[config.mk]
export PLATFORM = sky130hd
export DESIGN_NAME = wb_regfile_flat
export DESIGN_NICKNAME = d
export VERILOG_FILES = /design/src/rtl/wb_regfile_pkg.sv /design/src/rtl/wb_regfile_if.sv /design/src/rtl/wb_regfile_array.sv /design/src/rtl/wb_regfile.sv /design/src/flat_wrapper.sv
export SDC_FILE = /design/constraint.sdc
export NUM_CORES = 2
export LEC_CHECK = 0
export CELL_PAD_IN_SITES_DETAIL_PLACEMENT = 1
export CELL_PAD_IN_SITES_GLOBAL_PLACEMENT = 2
export CORE_MARGIN = 4
export CORE_UTILIZATION = 33
export CTS_BUF_LIST = sky130_fd_sc_hd__clkbuf_8 sky130_fd_sc_hd__clkbuf_16
export CTS_CLUSTER_SIZE = 40
export DETAILED_ROUTE_END_ITERATION = 8
export PLACE_DENSITY_LB_ADDON = 0.1
export SYNTH_ARGS = -nofsm -noshare
export SYNTH_HDL_FRONTEND = slang
export SYNTH_SLANG_ARGS = --single-unit
[constraint.sdc]
create_clock -name clk_i -period 6.3 [get_ports clk_i]
set_input_delay 1.26 -clock clk_i [delete_from_list [all_inputs] [get_ports clk_i]]
set_output_delay 1.26 -clock clk_i [all_outputs]
set_load 0.02 [all_outputs]
[src/rtl/wb_regfile_pkg.sv]
// Shared widths, constants and the WB-stage bundle
// for the writeback stage and integer register file.
package wb_regfile_pkg;

  localparam int DATA_WIDTH     = 32;
  localparam int REG_NUM        = 32;
  localparam int REG_ADDR_WIDTH = 5;

  typedef logic [DATA_WIDTH-1:0]     data_t;
  typedef logic [REG_ADDR_WIDTH-1:0] addr_t;

  localparam data_t ZERO          = '0;
  localparam logic  WRITE_ENABLE  = 1'b1;
  localparam logic  WRITE_DISABLE = 1'b0;
  localparam addr_t ZERO_REG      = 5'd0;

  typedef struct packed {
    logic  valid;
    logic  we;
    addr_t waddr;
    data_t wdata;
  } wb_t;

  localparam wb_t WB_BUBBLE = '{
    valid: 1'b0,
    we:    WRITE_DISABLE,
    waddr: ZERO_REG,
    wdata: ZERO
  };

  // x0 and reset force zero; a committing WB entry wins over the array
  function automatic data_t rd_sel(
    input logic  rst,
    input addr_t raddr,
    input wb_t   wb,
    input data_t arr
  );
    data_t r;
    if (rst || raddr == ZERO_REG)
      r = ZERO;
    else if (wb.valid && wb.we && wb.waddr == raddr)
      r = wb.wdata;
    else
      r = arr;
    return r;
  endfunction

endpackage

[src/rtl/wb_regfile_if.sv]
// EX-to-WB result bundle, pipeline control,
// operand read ports and WB trace tap.
interface wb_regfile_if
  import wb_regfile_pkg::*;
  ();

  logic  ex_valid_i;
  logic  ex_we_i;
  addr_t ex_waddr_i;
  data_t ex_wdata_i;
  logic  stall_i;
  logic  flush_i;
  addr_t raddr1_i;
  addr_t raddr2_i;
  data_t rdata1_o;
  data_t rdata2_o;
  logic  wb_valid_o;
  logic  wb_we_o;
  addr_t wb_waddr_o;
  data_t wb_wdata_o;

  modport master (
    output ex_valid_i, ex_we_i,
    output ex_waddr_i, ex_wdata_i,
    output stall_i, flush_i,
    output raddr1_i, raddr2_i,
    input  rdata1_o, rdata2_o,
    input  wb_valid_o, wb_we_o,
    input  wb_waddr_o, wb_wdata_o
  );

  modport slave (
    input  ex_valid_i, ex_we_i,
    input  ex_waddr_i, ex_wdata_i,
    input  stall_i, flush_i,
    input  raddr1_i, raddr2_i,
    output rdata1_o, rdata2_o,
    output wb_valid_o, wb_we_o,
    output wb_waddr_o, wb_wdata_o
  );

endinterface

[src/rtl/wb_regfile_array.sv]
// 32-entry register storage: one sync write port with
// sync clear, two raw combinational read ports.
module wb_regfile_array
  import wb_regfile_pkg::*;
(
  input  logic  clk_i,
  input  logic  rst_i,
  input  logic  we_i,
  input  addr_t waddr_i,
  input  data_t wdata_i,
  input  addr_t raddr1_i,
  input  addr_t raddr2_i,
  output data_t rdata1_o,
  output data_t rdata2_o
);

  data_t mem_q [REG_NUM];

  always_ff @(posedge clk_i) begin
    if (rst_i) begin
      for (int i = 0; i < REG_NUM; i++)
        mem_q[i] <= ZERO;
    end else if (we_i) begin
      mem_q[waddr_i] <= wdata_i;
    end
  end

  assign rdata1_o = mem_q[raddr1_i];
  assign rdata2_o = mem_q[raddr2_i];

endmodule

[src/rtl/wb_regfile.sv]
// Writeback stage: one-entry WB register, array commit,
// WB bypass onto both operand read ports, x0 hardwired.
module wb_regfile
  import wb_regfile_pkg::*;
(
  input logic         clk_i,
  input logic         rst_i,
  wb_regfile_if.slave bus
);

  wb_t   wb_q;
  wb_t   wb_d;
  logic  commit;
  data_t arr1;
  data_t arr2;

  always_comb begin
    wb_d = wb_q;
    if (bus.flush_i) begin
      wb_d = WB_BUBBLE;
    end else if (!bus.stall_i) begin
      wb_d.valid = bus.ex_valid_i;
      wb_d.we    = bus.ex_valid_i
                 & bus.ex_we_i
                 & (bus.ex_waddr_i != ZERO_REG);
      wb_d.waddr = bus.ex_waddr_i;
      wb_d.wdata = bus.ex_wdata_i;
    end
  end

  always_ff @(posedge clk_i) begin
    if (rst_i)
      wb_q <= WB_BUBBLE;
    else
      wb_q <= wb_d;
  end

  // commit ignores stall/flush: WB contents always retire
  assign commit = wb_q.valid & wb_q.we;

  wb_regfile_array u_array (
    .clk_i    (clk_i),
    .rst_i    (rst_i),
    .we_i     (commit),
    .waddr_i  (wb_q.waddr),
    .wdata_i  (wb_q.wdata),
    .raddr1_i (bus.raddr1_i),
    .raddr2_i (bus.raddr2_i),
    .rdata1_o (arr1),
    .rdata2_o (arr2)
  );

  assign bus.rdata1_o =
    rd_sel(rst_i, bus.raddr1_i, wb_q, arr1);
  assign bus.rdata2_o =
    rd_sel(rst_i, bus.raddr2_i, wb_q, arr2);

  assign bus.wb_valid_o = wb_q.valid;
  assign bus.wb_we_o    = wb_q.we;
  assign bus.wb_waddr_o = wb_q.waddr;
  assign bus.wb_wdata_o = wb_q.wdata;

endmodule

[src/flat_wrapper.sv]
// flat-port wrapper written by rule: the top's interface ports become plain ports
module wb_regfile_flat import wb_regfile_pkg::*;
  (clk_i, rst_i, bus_ex_valid_i, bus_ex_we_i, bus_ex_waddr_i, bus_ex_wdata_i, bus_stall_i, bus_flush_i, bus_raddr1_i, bus_raddr2_i, bus_rdata1_o, bus_rdata2_o, bus_wb_valid_o, bus_wb_we_o, bus_wb_waddr_o, bus_wb_wdata_o);
  wb_regfile_if bus_i ();
  input logic clk_i;
  input logic rst_i;
  input wire logic [$bits(bus_i.ex_valid_i)-1:0] bus_ex_valid_i;
  input wire logic [$bits(bus_i.ex_we_i)-1:0] bus_ex_we_i;
  input wire logic [$bits(bus_i.ex_waddr_i)-1:0] bus_ex_waddr_i;
  input wire logic [$bits(bus_i.ex_wdata_i)-1:0] bus_ex_wdata_i;
  input wire logic [$bits(bus_i.stall_i)-1:0] bus_stall_i;
  input wire logic [$bits(bus_i.flush_i)-1:0] bus_flush_i;
  input wire logic [$bits(bus_i.raddr1_i)-1:0] bus_raddr1_i;
  input wire logic [$bits(bus_i.raddr2_i)-1:0] bus_raddr2_i;
  output wire logic [$bits(bus_i.rdata1_o)-1:0] bus_rdata1_o;
  output wire logic [$bits(bus_i.rdata2_o)-1:0] bus_rdata2_o;
  output wire logic [$bits(bus_i.wb_valid_o)-1:0] bus_wb_valid_o;
  output wire logic [$bits(bus_i.wb_we_o)-1:0] bus_wb_we_o;
  output wire logic [$bits(bus_i.wb_waddr_o)-1:0] bus_wb_waddr_o;
  output wire logic [$bits(bus_i.wb_wdata_o)-1:0] bus_wb_wdata_o;
  assign bus_i.ex_valid_i = bus_ex_valid_i;
  assign bus_i.ex_we_i = bus_ex_we_i;
  assign bus_i.ex_waddr_i = bus_ex_waddr_i;
  assign bus_i.ex_wdata_i = bus_ex_wdata_i;
  assign bus_i.stall_i = bus_stall_i;
  assign bus_i.flush_i = bus_flush_i;
  assign bus_i.raddr1_i = bus_raddr1_i;
  assign bus_i.raddr2_i = bus_raddr2_i;
  assign bus_rdata1_o = bus_i.rdata1_o;
  assign bus_rdata2_o = bus_i.rdata2_o;
  assign bus_wb_valid_o = bus_i.wb_valid_o;
  assign bus_wb_we_o = bus_i.wb_we_o;
  assign bus_wb_waddr_o = bus_i.wb_waddr_o;
  assign bus_wb_wdata_o = bus_i.wb_wdata_o;
  wb_regfile u_core (.clk_i(clk_i), .rst_i(rst_i), .bus(bus_i));
endmodule
==> Word-level counts from Yosys, hierarchy flattened <==
Memory sizes are Yosys's and may differ from the RTL's.
Cells that the tools add are included.
{ "word_totals": {"ram_bits": 1024, "mem_count": 1, "reg_bits": 39, "word_cells": 32, "out_inout_bits": 103, "input_bits": 53} }
{ "op_classes": {"bitwise": 3, "n_mux": 12, "reduce_logical": 10, "eq_ne": 2} }
{ "memory_table": {"columns": ["name", "depth", "width", "rd", "rd_ports_with_merged_regs", "wr", "line", "source"], "rows": [
  ["u_core.u_array.mem_q", 32, 32, 2, 0, 32, "wb_regfile_array.sv:17", "data_t mem_q [REG_NUM];"]
]} }
{ "op_table": {"columns": ["operator", "n"], "rows": [
  ["$mux 32", 5],
  ["$reduce_or 32->1", 1],
  ["$eq 5x5->1", 2],
  ["$logic_not 5->1", 2],
  ["$mux 1", 6],
  ["$mux 5", 1],
  ["$reduce_bool 5->1", 1],
  ["$and 1x1->1", 3],
  ["$logic_and 1x1->1", 3],
  ["$logic_or 1x1->1", 2],
  ["$reduce_or 2->1", 1]
]} }

==> Logic depth before layout (Yosys ltp) <==
{ "logic_depth": {"word_depth": 6, "ltp_mapped": 9, "depth_no_buf": 5} }

==> Hierarchy <==
Synthesis repeated with hierarchy kept, for this count alone.
{ "unflattened": {"hier_cells": 5016, "area_unflattened_um2": 59130.5} }
{ "by_module_without_submodules": {"columns": ["mod", "area_per_inst_um2", "cells_each", "n_inst", "seq_area_each_um2"], "rows": [
  ["wb_regfile_array", 56467.9, 4640, 1, 30749.5],
  ["wb_regfile", 2662.6, 376, 1, 780.7]
]} }

==> Worst setup path before layout <==
OpenSTA, ideal clock, no wires.
{ "synth_path": {"path_kind": "in2reg", "startpoint": "input port rst_i", "endpoint": "memory u_core.u_array.mem_q[24][0] (netlist bit), enable pin", "setup_ps": 466, "path_buffers": 1, "path_stages": 4, "t_arrival_ps": 4148, "required_ps": 5834, "setup_slack_ps": 1686, "cell_sequence": "nor3_1 > nand2b_1 > clkbuf_1 > o21ai_0"} }
{ "synth_lines": {"columns": ["item", "line", "source"], "rows": [
  ["start, declared", "flat_wrapper.sv:6", "input logic rst_i;"],
  ["end, declared", "wb_regfile_array.sv:17", null]
]} }

==> Final worst setup path <==
{ "layout_path": {"startpoint": "input port bus_raddr2_i[2]", "endpoint": "output port bus_rdata2_o[30]"} }
{ "layout_between": {"elab_chain_cells": 4} }
{ "layout_rtl": {"columns": ["item", "line", "source"], "rows": [
  ["start, declared", "flat_wrapper.sv:14", "input wire logic [$bits(bus_i.raddr2_i)-1:0] bus_raddr2_i;"],
  ["parallel branches: the longest is 3 deep, another holds $mem_v2 32x32", null, null],
  ["$mux 32 (*)", "wb_regfile_pkg.sv:39", "if (rst || raddr == ZERO_REG)"],
  ["end, declared", "flat_wrapper.sv:16", "output wire logic [$bits(bus_i.rdata2_o)-1:0] bus_rdata2_o;"]
]} }
Every way passes the cells marked *.

==> metrics.txt <==
Post-layout nets=between 4000 and 5000; DRC Markers=0; wire per inst=around 37 um; Post-Syn Nets=between 4000 and 5000; element type at the critical path end=output port; share of cells above drive strength 1=between 10% and 20%; post-route setup TNS=0 ps; Syn Area/Cell=between 10 and 15 um^2; FF+latch count, synth=~1100; mapped cell area=roughly 0.057 mm^2; Post-synth EDFFs=between 1000 and 1500; DP HPWL=156.9 mm; Final Non-Filler Cells=6662; Yosys warning count=0; # IOs=between 150 and 200; final setup vio count=0; Tcrit/Tclk final=a little over nine tenths; Final Max Slew Viols=0; Worst-path clk slew=60 ps; Max stage delay on crit path=870 ps; starting density of the core=between 30% and 40%; number of hold buffers added after CTS=0; Startpoint Class=input pin; actual slew at the worst max-slew pin=around 1200 ps; CTS sink count=around 1100; final hold violation count=0; required time worst endpoint=approximately 5000 ps; Pleak=around 0.024 uW; slowest cell on the critical path=nor4_1; root buffer cell=clkbuf_16; ys flop type=edfxtp_1; gpl congestion=just over 0.8; Final Core Density=between 30% and 40%; FP Rows=between 150 and 200; WP buf/inv=5; detailed-route via count=between 30000 and 40000; CTS tree=yes; Worst Skew=about 25 ps; pin count of the biggest net entering global routing=67; Critical Path Most Common Cell=buf_4; hold path depth=2; asr flop ratio synth=0%; arrival time at the worst endpoint=~4700 ps; die area=between 0.15 and 0.2 mm^2; Die W=about 420 um; unrepaired setup endpoints after global routing=no; vias in the first global route=between 40000 and 50000; met3 Track Usage GR=between 3 and 4%; Fmax=167.5 MHz; first-pass GRT wire length=between 300 and 400 mm; fraction of the yosys area taken by sequential cells=~55%; CTS resizes=0; max-cap violations=0; GRT Util Overall=~27%; routed vias/inst=a little under 6; most used routing layer in global routing=met2; crit path kind=input pin to output port; Hold Crit Class=register to register; Post-Synthesis Cells=between 4000 and 5000; worst-skew pair later-pin latency=~800 ps; cell depth of the worst setup path=9; Fin Hold WS=a little over 500 ps; antenna viol nets, final=0; peak supply drop=about 0.00027 V; met1 Use GR=35.56%; min Tclk post-route=around 6000 ps; reg2reg path depth=4; initial antenna violation count=20; I/O Buffers=approximately 160; post-CTS setup buffers=0; met2 Usage GRT=about 47%; placed cells=between 6000 and 7000; DRT Pass-1 Iters=6; initial DRC count=~3700; Post-Route WL=roughly 250 mm; outcome=finished, final reports clean; global route overflow=0; Die Y-Extent=about 420 um; critical path, cell by cell=clkdlybuf4s50_1 -> inv_4 -> buf_12 -> mux2i_1 -> mux2_2 -> o211a_1 -> nor4_1 -> buf_4 -> buf_4; cell area power density=between 200 and 300 mW/mm^2; CTS buffer count=136; largest fanout on the critical path=65; Max clock buf depth=3; post-synthesis cell type count=45; max_slew headroom=21.02%; Area Overhead vs Synth=17.16%; Crit path max-delay family=buffers and inverters; core area=approximately 0.17 mm^2; H-tree depth=4
cell families after synthesis:
kind of cell           count (synthesis)  synth area share (%)
AND/OR/NAND/NOR                     1145                 12.17
flip-flops                          1063                 55.38
multiplexers                         770                 20.04
AO/OA/AOI/OAI                        698                 8.518
buffers and inverters                449                 3.734
XOR/XNOR                              10                0.1538
worst paths after layout:
kind / from / endpoint / slack [ps]
setup / recovery: bus_raddr2_i[2] / bus_rdata2_o[30] / 330
hold / removal: u_core.bus.wb_wdata_o[11]$_SDFFE_PP0N_ / u_core.bus.wb_wdata_o[11]$_SDFFE_PP0N_ / 510
setup reg to reg: u_core.bus.wb_waddr_o[4]$_SDFFE_PP0N_ / u_core.u_array.mem_q[30][22]$_SDFFCE_PN0P_ / 2720
hold reg to reg: u_core.bus.wb_wdata_o[11]$_SDFFE_PP0N_ / u_core.bus.wb_wdata_o[11]$_SDFFE_PP0N_ / 510
power by group:
group	total, uW	internal, uW	leakage, uW	switching [uW]
combinational	1990	724	0.0113	1270
sequential	8080	7950	0.0110	124
clock	7620	4410	0.00224	3210
total	17700	13100	0.0245	4610
state kept, by name, indices dropped and copies added (netlist names):
register               flops
u_core.bus.wb_wdata_o     32
u_core.bus.wb_valid_o      1
u_core.u_array.mem_q    1024
u_core.bus.wb_waddr_o      5
u_core.bus.wb_we_o         1
metrics by stage:
step	total power, uW	setup slack (ps)	instance area (um^2)
6_report	17690	330.9	66700
5_1_grt	18260	323.7	66660
4_1_cts	17860	402.4	66660
3_5_place_dp	10220	405.3	62400
3_3_place_gp	10210	467.8	62400
2_1_floorplan	9287	1686	56930
cells in the mapped netlist (all sizes together), types with 2 or more instances:
master,count,share of area [%]
nand3,8,0.070
nor4,2,0.022
xnor2,8,0.12
or2,2,0.022
o21ai,157,1.4
nor2,77,0.51
o22a,31,0.48
o211ai,2,0.026
a221oi,186,2.9
nor2b,4,0.044
a21oi,159,1.4
and2,1024,11
dfxtp,39,1.4
inv,7,0.046
mux4,296,12
o311ai,3,0.059
mux2i,473,8.3
buf,155,1.8
edfxtp,1024,54
a31oi,2,0.022
nand3b,3,0.040
xor2,2,0.031
nand2,11,0.073
nor3,7,0.062
or3,4,0.044
clkbuf,286,1.9
a221o,31,0.55
a211o,31,0.48
a22oi,94,1.2
layer usage:
| metal | routed length, um | up-vias |
|---|---|---|
| met5 | 0 | - |
| li1 | - | 16140 |
| met1 | 102700 | 20890 |
| met2 | 123500 | 1295 |
| met3 | 12830 | 319 |
| met4 | 8646 | 0 |
cell usage in the layout (no fill, tap or decap), types with 12 or more instances in the layout:
master | synthesis | layout
inv_1 | 5 | 41
mux4_2 | 296 | 296
nor2_4 | 0 | 36
o22a_1 | 31 | 31
o21ai_4 | 0 | 32
mux2i_1 | 473 | 473
a22oi_1 | 94 | 94
buf_4 | 34 | 230
a221o_1 | 31 | 31
diode_2 | 0 | 16
clkbuf_16 | 0 | 139
and2_1 | 1024 | 1024
clkbuf_8 | 0 | 12
clkinv_1 | 1 | 23
buf_12 | 0 | 54
clkdlybuf4s50_1 | 0 | 106
clkinv_2 | 0 | 18
dfxtp_1 | 39 | 39
o21ai_0 | 149 | 117
a21oi_1 | 159 | 159
edfxtp_1 | 1024 | 1024
a211o_1 | 31 | 31
nor2_1 | 77 | 41
a221oi_1 | 186 | 186
worst reg2reg max path, cell delays in order (launching register included):
cell     delay [ps]
dfxtp_1         780
nand3_1         840
nor2_4         1100
buf_4           510
and2_1          210
area by class of cell:
type / instances / area [um^2]
clock inverter: 96 / 633.1
tap: 2310 / 2890
inverter: 8 / 40.04
sequential: 1063 / 31530
fill: 17480 / 104800
multi-input combinational: 2623 / 24000
timing repair buffer: 396 / 3938
clock buffer: 150 / 3630
antenna: 16 / 40.04
(Power assumes the default switching activity.)
